`src/rtl/prog_loader_pkg.sv`:
```
// -----------------------------------------------------------------------------
// prog_loader_pkg
// Shared types and constants for the front-panel program loader.
//   state_t     : loader FSM states (IDLE, READY, WRITE, FULL)
//   DATA_W_DEF  : default data word width (matches the 8-bit switch bank)
//   dbnc_cnt_w  : width of a debounce counter able to count DEBOUNCE_CYCLES
// -----------------------------------------------------------------------------
package prog_loader_pkg;

    typedef enum logic [1:0] {
        ST_IDLE,
        ST_READY,
        ST_WRITE,
        ST_FULL
    } state_t;

    localparam int DATA_W_DEF = 8;

    function automatic int dbnc_cnt_w(input int cycles);
        return $clog2(cycles + 1);
    endfunction

endpackage

```
`src/rtl/prog_loader_button.sv`:
```
// -----------------------------------------------------------------------------
// button_debouncer
// Two-flop synchronizer, counter debouncer and press-pulse generator for a
// raw active-low push button. Reusable for any front-panel button.
// Ports:
//   clock, reset  : system clock, asynchronous active-high reset
//   i_button_n    : raw button, active-low, asynchronous to clock
//   o_press       : single-cycle pulse when the debounced level falls 1->0
// Parameter DEBOUNCE_CYCLES: consecutive differing samples needed to accept
// a new level.
// -----------------------------------------------------------------------------
module button_debouncer
    import prog_loader_pkg::*;
#(
    parameter int DEBOUNCE_CYCLES = 4
) (
    input  logic clock,
    input  logic reset,
    input  logic i_button_n,
    output logic o_press
);

    localparam int              CW       = dbnc_cnt_w(DEBOUNCE_CYCLES);
    localparam logic [CW-1:0]   CNT_LAST = CW'(DEBOUNCE_CYCLES - 1);

    logic          r_sync1;
    logic          r_sync2;
    logic          r_level;
    logic          r_level_d;
    logic [CW-1:0] r_cnt;

    // The debounced level starts as "pressed" so a button held through reset
    // must be released before it can produce a press.
    always_ff @(posedge clock or posedge reset) begin
        if (reset) begin
            r_sync1   <= 1'b1;
            r_sync2   <= 1'b1;
            r_level   <= 1'b0;
            r_level_d <= 1'b0;
            r_cnt     <= '0;
        end else begin
            r_sync1   <= i_button_n;
            r_sync2   <= r_sync1;
            r_level_d <= r_level;
            // Any sample agreeing with the current level restarts the count,
            // so only an unbroken run of differing samples flips the level.
            if (r_sync2 == r_level) begin
                r_cnt <= '0;
            end else if (r_cnt == CNT_LAST) begin
                r_level <= r_sync2;
                r_cnt   <= '0;
            end else begin
                r_cnt <= r_cnt + 1'b1;
            end
        end
    end

    assign o_press = r_level_d & ~r_level;

endmodule

```
`src/rtl/prog_loader.sv`:
```
// -----------------------------------------------------------------------------
// prog_loader
// Front-panel program entry: turns debounced button presses and the data
// switches into single-cycle program-memory writes at auto-incrementing
// addresses, tracking program length and a full condition.
// Ports:
//   clock, reset   : system clock, asynchronous active-high reset
//   prog_mode      : 1 = programming, 0 = run
//   prog_button_n  : raw program button, active-low
//   prog_data      : data switches
//   mem_we         : one-cycle write strobe
//   mem_addr       : write address (held between writes)
//   mem_wdata      : write data (held between writes)
//   prog_len       : words written since entering programming mode
//   full           : memory full, further presses ignored
//   checksum       : mod-2^DATA_W sum of written bytes (PROG_CHECKSUM_EN only)
// Optional feature macro: PROG_CHECKSUM_EN
// -----------------------------------------------------------------------------
module prog_loader
    import prog_loader_pkg::*;
#(
    parameter int ADDR_W          = 4,
    parameter int DATA_W          = DATA_W_DEF,
    parameter int DEBOUNCE_CYCLES = 4
) (
    input  logic              clock,
    input  logic              reset,
    input  logic              prog_mode,
    input  logic              prog_button_n,
    input  logic [DATA_W-1:0] prog_data,
    output logic              mem_we,
    output logic [ADDR_W-1:0] mem_addr,
    output logic [DATA_W-1:0] mem_wdata,
    output logic [ADDR_W:0]   prog_len,
`ifdef PROG_CHECKSUM_EN
    output logic [DATA_W-1:0] checksum,
`endif
    output logic              full
);

    localparam int            LW       = ADDR_W + 1;
    localparam int            DEPTH    = 2 ** ADDR_W;
    localparam logic [LW-1:0] LAST_LEN = LW'(DEPTH - 1);

    state_t            r_state;
    state_t            w_state_nxt;
    logic              w_press;
    logic              w_clear;
    logic              w_latch;
    logic              w_commit;
    logic [LW-1:0]     r_len;
    logic              r_full;
    logic [ADDR_W-1:0] r_addr;
    logic [DATA_W-1:0] r_wdata;

    button_debouncer #(
        .DEBOUNCE_CYCLES (DEBOUNCE_CYCLES)
    ) u_button (
        .clock      (clock),
        .reset      (reset),
        .i_button_n (prog_button_n),
        .o_press    (w_press)
    );

    always_ff @(posedge clock or posedge reset) begin
        if (reset) begin
            r_state <= ST_IDLE;
        end else begin
            r_state <= w_state_nxt;
        end
    end

    // Dropping prog_mode wins over everything, so a pending WRITE is
    // abandoned without a strobe and without advancing the length.
    always_comb begin
        w_state_nxt = r_state;
        w_clear     = 1'b0;
        w_latch     = 1'b0;
        w_commit    = 1'b0;
        case (r_state)
            ST_IDLE: begin
                if (prog_mode) begin
                    w_clear     = 1'b1;
                    w_state_nxt = ST_READY;
                end
            end
            ST_READY: begin
                if (!prog_mode) begin
                    w_state_nxt = ST_IDLE;
                end else if (w_press) begin
                    w_latch     = 1'b1;
                    w_state_nxt = ST_WRITE;
                end
            end
            ST_WRITE: begin
                if (!prog_mode) begin
                    w_state_nxt = ST_IDLE;
                end else begin
                    w_commit    = 1'b1;
                    w_state_nxt = (r_len == LAST_LEN) ? ST_FULL : ST_READY;
                end
            end
            ST_FULL: begin
                if (!prog_mode) begin
                    w_state_nxt = ST_IDLE;
                end
            end
            default: w_state_nxt = ST_IDLE;
        endcase
    end

    // prog_len doubles as the write pointer; its low bits are the next address.
    always_ff @(posedge clock or posedge reset) begin
        if (reset) begin
            r_len   <= '0;
            r_full  <= 1'b0;
            r_addr  <= '0;
            r_wdata <= '0;
        end else begin
            if (w_clear) begin
                r_len  <= '0;
                r_full <= 1'b0;
            end
            if (w_latch) begin
                r_addr  <= r_len[ADDR_W-1:0];
                r_wdata <= prog_data;
            end
            if (w_commit) begin
                r_len <= r_len + 1'b1;
                if (r_len == LAST_LEN) begin
                    r_full <= 1'b1;
                end
            end
        end
    end

`ifdef PROG_CHECKSUM_EN
    logic [DATA_W-1:0] r_sum;

    always_ff @(posedge clock or posedge reset) begin
        if (reset) begin
            r_sum <= '0;
        end else if (w_clear) begin
            r_sum <= '0;
        end else if (w_commit) begin
            r_sum <= r_sum + r_wdata;
        end
    end

    assign checksum = r_sum;
`endif

    assign mem_we    = w_commit;
    assign mem_addr  = r_addr;
    assign mem_wdata = r_wdata;
    assign prog_len  = r_len;
    assign full      = r_full;

endmodule

```
`config.mk`:
```
export PLATFORM = sky130hd
export DESIGN_NAME = prog_loader
export DESIGN_NICKNAME = d
export VERILOG_FILES = /design/src/rtl/prog_loader_pkg.sv /design/src/rtl/prog_loader_button.sv /design/src/rtl/prog_loader.sv
export SDC_FILE = /design/constraint.sdc
export NUM_CORES = 1
export LEC_CHECK = 0
export ABC_AREA = 1
export BUFFER_PORTS_ARGS = -buffer_cell sky130_fd_sc_hd__buf_2
export CAP_MARGIN = 20
export CORE_UTILIZATION = 50
export CTS_CLUSTER_DIAMETER = 80
export DETAILED_ROUTE_END_ITERATION = 10
export PLACE_DENSITY = 0.77
export SLEW_MARGIN = 20
export SYNTH_ARGS = -nofsm -noshare
export SYNTH_HDL_FRONTEND = slang
export SYNTH_SLANG_ARGS = --single-unit
```
`constraint.sdc`:
```
create_clock -name clock -period 2 [get_ports clock]
set_clock_uncertainty 0.2 [all_clocks]
set_input_delay 0.2 -clock clock [delete_from_list [all_inputs] [get_ports clock]]
set_output_delay 0.2 -clock clock [all_outputs]
set_load 0.005 [all_outputs]
```
Yosys cells after proc, flatten, opt, wreduce, memory -nomap -nowiden
Cells that the tools add are included.
- register bits after elaboration: 27
- input bits: 12
- output and inout port bits: 19
- word-level logic and storage cells: 48
- $add $sub $neg: 2
- equal/unequal tests: 9
- mux-type cells: 20
- bitwise gates (word level): 3
- reductions and logical operators: 4
- operator list (cell ; count):
    two-way mux 2 bit ; 6
    two-way mux 5 bit ; 2
    two-way mux 1 bit ; 9
    one-hot mux 2 bit (4 select lines) ; 1
    two-way mux 3 bit ; 2
    adder 5 x 1 -> 5 bit, second input constant ; 1
    == test 5 x 4 -> 1 bit, second input constant ; 1
    == test 2 bit, second input constant ; 2
    inequality test 2 bit, second input constant ; 2
    adder 3 x 1 -> 3 bit, second input constant ; 1
    == test 3 x 2 -> 1 bit, second input constant ; 1
    inequality test 3 x 2 -> 1 bit, second input constant ; 1
    AND reduction 3 bit ; 1
    == test 2 x 1 -> 1 bit, second input constant ; 1
    logical NOT 2 bit ; 1
    NOT 1 bit ; 2
    AND reduction 2 bit ; 1
    nonzero test 2 bit ; 1
    AND 1 bit ; 1
    == test 1 bit ; 1

Longest topological paths before layout
- word-level depth: 5
- gate-level depth with buffers: 10
- depth with buffers taken out: 10

By module
Synthesis repeated with hierarchy kept, for this count alone.
- cell total of the unflattened synthesis: 128
- area, all modules: 1194.9 sq um
- by module, submodules not included (module ; instances ; cells an instance ; area each (sq um)):
    prog_loader ; 1 ; 99 ; 919.6
    button_debouncer ; 1 ; 29 ; 275.3

Least setup slack after synthesis
Ideal clock, no wire load.
- path type: register to register
- from: register r_len[0] (netlist: prog_len[0])
- to: register r_state[1]
- arrival: 1181 ps
- data required time: 1684 ps
- path slack: 503 ps
- stages on the path, launching flop included: 11
- buffers on the path: 0
- clock period less this slack: 1497 ps
- path through: dfrtp_1 > ha_1 > nand2_1 > nor2_1 > ha_1 > nand2_1 > inv_1 > nand2_1 > nand2_1 > nand2_1 > nand2_1
- word-level cells in the longest chain between the ends: 4
- RTL lines (what ; RTL line ; RTL):
    from (decl) ; prog_loader.sv:51 ; logic [LW-1:0] r_len;
    from (signal assigned) ; prog_loader.sv:129 ; r_len <= r_len + 1'b1;
    == test 5 x 4 -> 1 bit ; prog_loader.sv:100 ; w_state_nxt = (r_len == LAST_LEN) ? ST_FULL : ST_READY;
    two-way mux 2 bit ; prog_loader.sv:100 ;
    two-way mux 2 bit ; prog_loader.sv:96 ; if (!prog_mode) begin
    one-hot mux 2 bit (4 select lines) ; prog_loader.sv:80 ; case (r_state)
    to (signal assigned) ; prog_loader.sv:69 ; r_state <= w_state_nxt;
    to (decl) ; prog_loader.sv:45 ; state_t r_state;
No other way between the ends.
A chain may end at the register's enable or synchronous reset.

Final worst setup path
- from: input port prog_mode
- to: output port mem_we
- word-level cells in the longest chain between the ends: 2
- RTL lines (what ; RTL line ; RTL):
    from (decl) ; prog_loader.sv:28 ; input logic prog_mode,
    two-way mux 1 bit ; prog_loader.sv:96 ;
    two-way mux 1 bit ; prog_loader.sv:80 ;
    to (decl) ; prog_loader.sv:31 ; output logic mem_we,
No other way between the ends.

==> summary.txt <==
Floorplan
  – Core region area: 2190 um^2
  – Die Y: 50.0 um
  – Row count: 17
  – Die W: 50.0 um
  – Die area: 2500 um^2
  – I/O pin total: 31
  – Initial Utilization: 52.6%

Critical path
  – CP max FO: 7
  – Worst Setup End Kind: output pin
  – CP Launch Point: prog_mode
  – Critical path class: in -> out
  – WP data required: 1.60 ns
  – WP data arrival: 1.32 ns
  – Worst setup SP type: primary input
  – Reg-to-reg startpoint: prog_len[0]

Outcome
  – Status: completed

Power and ir drop
  – LEAKAGE: 0.831 nW
  – Switching share of total power: 32.0%
  – Sequential share of power: 56.5%
  – Pwr/cell area: 935 nW/um^2
  – Total power draw: 1.36 mW
  – Switching Power: 437 uW
  – Clk pwr share: 16.1%
  – Logic gate share of total power: 27.4%
  – Maximum vdd drop: 0.614 mV
  – Pint: 927 uW

CTS
  – H-Tree Depth: 1
  – Resize count post-CTS: 0
  – Cts bufs inserted: 3
  – Clock Sinks: 27
  – Clk Latency, worst-skew pair: 0.31 ns
  – Clock transition at path regs: 0.13 ns
  – Root buffer cell: clkbuf_4
  – Post-CTS Hold Fix Bufs: 11
  – Setup repair bufs after CTS: 0
  – CTS tree: yes
  – CTS Buffer Depth: 2

STA
  – Setup_tns: 0 ns
  – Min Tclk post-route: 1.72 ns
  – Final setup fails: 0
  – Hold slack: 0.166 ns
  – Max_slew headroom: 68.8%
  – Count of pins over their slew limit: 0
  – Final Hold Vio Count: 0
  – Slew @ Worst Pin: 0.467 ns
  – Fin crit share: 86.1%
  – RSZ-0062 raised after global routing: no
  – Max Clk Rate: 581 MHz

Cells and area
  – ANT cells: 0
  – Fin area: 1460 um^2
  – Layout cell share with drive strength beyond 1: 24.3%
  – Nets: 189
  – Syn-to-layout area delta: 26.6%
  – Most common cell after layout, fill and taps aside: nand2_1
  – Most frequent cells in the layout: nand2_1 (57), buf_2 (30), dfrtp_1 (25)
  – Final Util: 66.6%

Logic synthesis
  – Cells after synthesis: 129
  – Cell accounting for the most synthesized area: dfrtp_1
  – Synthesized flop and latch total: 27
  – Syn_area_per_cell: 8.93 um^2
  – Synth warn: 0
  – Synth Net Count: 144
  – Largest cells by area after synthesis: dfrtp_1 (54%), nand2_1 (19%), dfstp_2 (4.6%)
  – Netlist cell types: 17
  – Synthesized area: 1150 um^2
  – Post-synth top area share: 54.3%
  – Sequential share of the synthesized area: 58.8%

Routing
  – Via density: 4.77
  – Final WL: 2210 um
  – DRT iter0 DRCs: 25
  – Antenna-violating nets left: 0
  – WL/cell: 11.0 um
  – DR DRC count: 0
  – DR vias: 959
  – First-pass DRT Iterations: 4

Place
  – DP HPWL: 1560 um
  – Buffers added on ports: 30
  – Gp weighted congestion: 0.836
  – Placement Cell Area: 1320 um^2

Flow run
  – Max_cap viols: 0

Global routing
  – Vias in the first global route: 883
  – First-pass GRT wire length: 3740 um
  – GRT Residual Overflow: 0
  – Initial antenna violation count: 0
  – Pin count of the biggest net entering global routing: 17
  – GR Util All Layers: 20.1%

Min path
  – Hold path start: u_button.r_sync1
  – Min-delay worst type: reg -> reg
==> metrics by stage <==
stage / worst slack [ns] / cells
after global placement: 0.470 / 186
after detailed placement: 0.412 / 186
after global routing: 0.172 / 201
after CTS: 0.281 / 201
after floorplan: 0.503 / 129
final: 0.277 / 201
==> power groups by stage <==
stage          Combinational [mW]  Clock, mW  Sequential [mW]
5_1_grt                     0.427      0.257            0.788
3_5_place_dp                0.360          0            0.780
4_1_cts                     0.377      0.230            0.767
3_3_place_gp                0.344          0            0.772
2_1_floorplan               0.207          0            0.782
6_report                    0.373      0.220            0.771
==> logic make-up after synthesis <==
family                     share of synthesized area [%]
AOI/OAI and AO/OA                                   2.28
xor gates and xnor gates                           0.760
buffers and inverters                               5.54
and+or+nand+nor                                     29.3
adders and majority gates                           3.26
DFF                                                 58.8
==> worst max-delay path: stages <==
cell,delay (ns)
dlygate4sd3_1,0.51
buf_2,0.17
nand2_1,0.07
nor2_1,0.21
buf_2,0.17
==> Yosys cell counts, drive strengths merged <==
| master | n |
|---|---|
| nand4 | 1 |
| a31oi | 1 |
| buf | 2 |
| o21ai | 4 |
| xnor2 | 1 |
| or2 | 1 |
| nand2 | 57 |
| inv | 11 |
| dfstp | 2 |
| nor2 | 9 |
| nor3 | 1 |
| ha | 3 |
| nand3 | 11 |
| dfrtp | 25 |
==> sequential cells by signal (all words and copies together), names as in the netlist <==
register and cells:
full 1, mem_addr 4, u_button.r_level_d 1, prog_len 5, u_button.r_sync2 1, u_button.r_level 1, u_button.r_sync1 1, r_state 2
mem_wdata 8, u_button.r_cnt 3
==> routing by layer <==
| metal | vias up | GRT usage, % | wire, um |
|---|---|---|---|
| met5 | - | 0 | 0 |
| met4 | 0 | 9.52 | 16 |
| met3 | 2 | 4.01 | 111 |
| met2 | 39 | 30.4 | 997 |
| met1 | 431 | 27.3 | 1080 |
| li1 | 487 | - | - |
==> path summary, 6_finish.rpt <==
| path | depth (start not counted) | slack (ns) | endpoint |
|---|---|---|---|
| hold / removal | 0 | 0.17 | u_button.r_sync2 |
| setup / recovery | 5 | 0.28 | mem_we |
| hold reg to reg | 0 | 0.17 | u_button.r_sync2 |
| max in group asynchronous | 4 | 0.79 | mem_wdata[7] |
| min in group asynchronous | 3 | 0.23 | u_button.r_cnt[0] |
| setup reg to reg | 10 | 0.41 | r_state[1] |
==> final cells by class <==
type | count | area, um^2
Inverter | 11 | 41.3
Clock buffer | 4 | 26.3
Fill cell | 177 | 732
Multi-Input combinational cell | 89 | 410
Timing Repair Buffer | 42 | 268
Tap cell | 28 | 35.0
Sequential cell | 27 | 678
No activity file was read; power rests on OpenSTA's default activity.
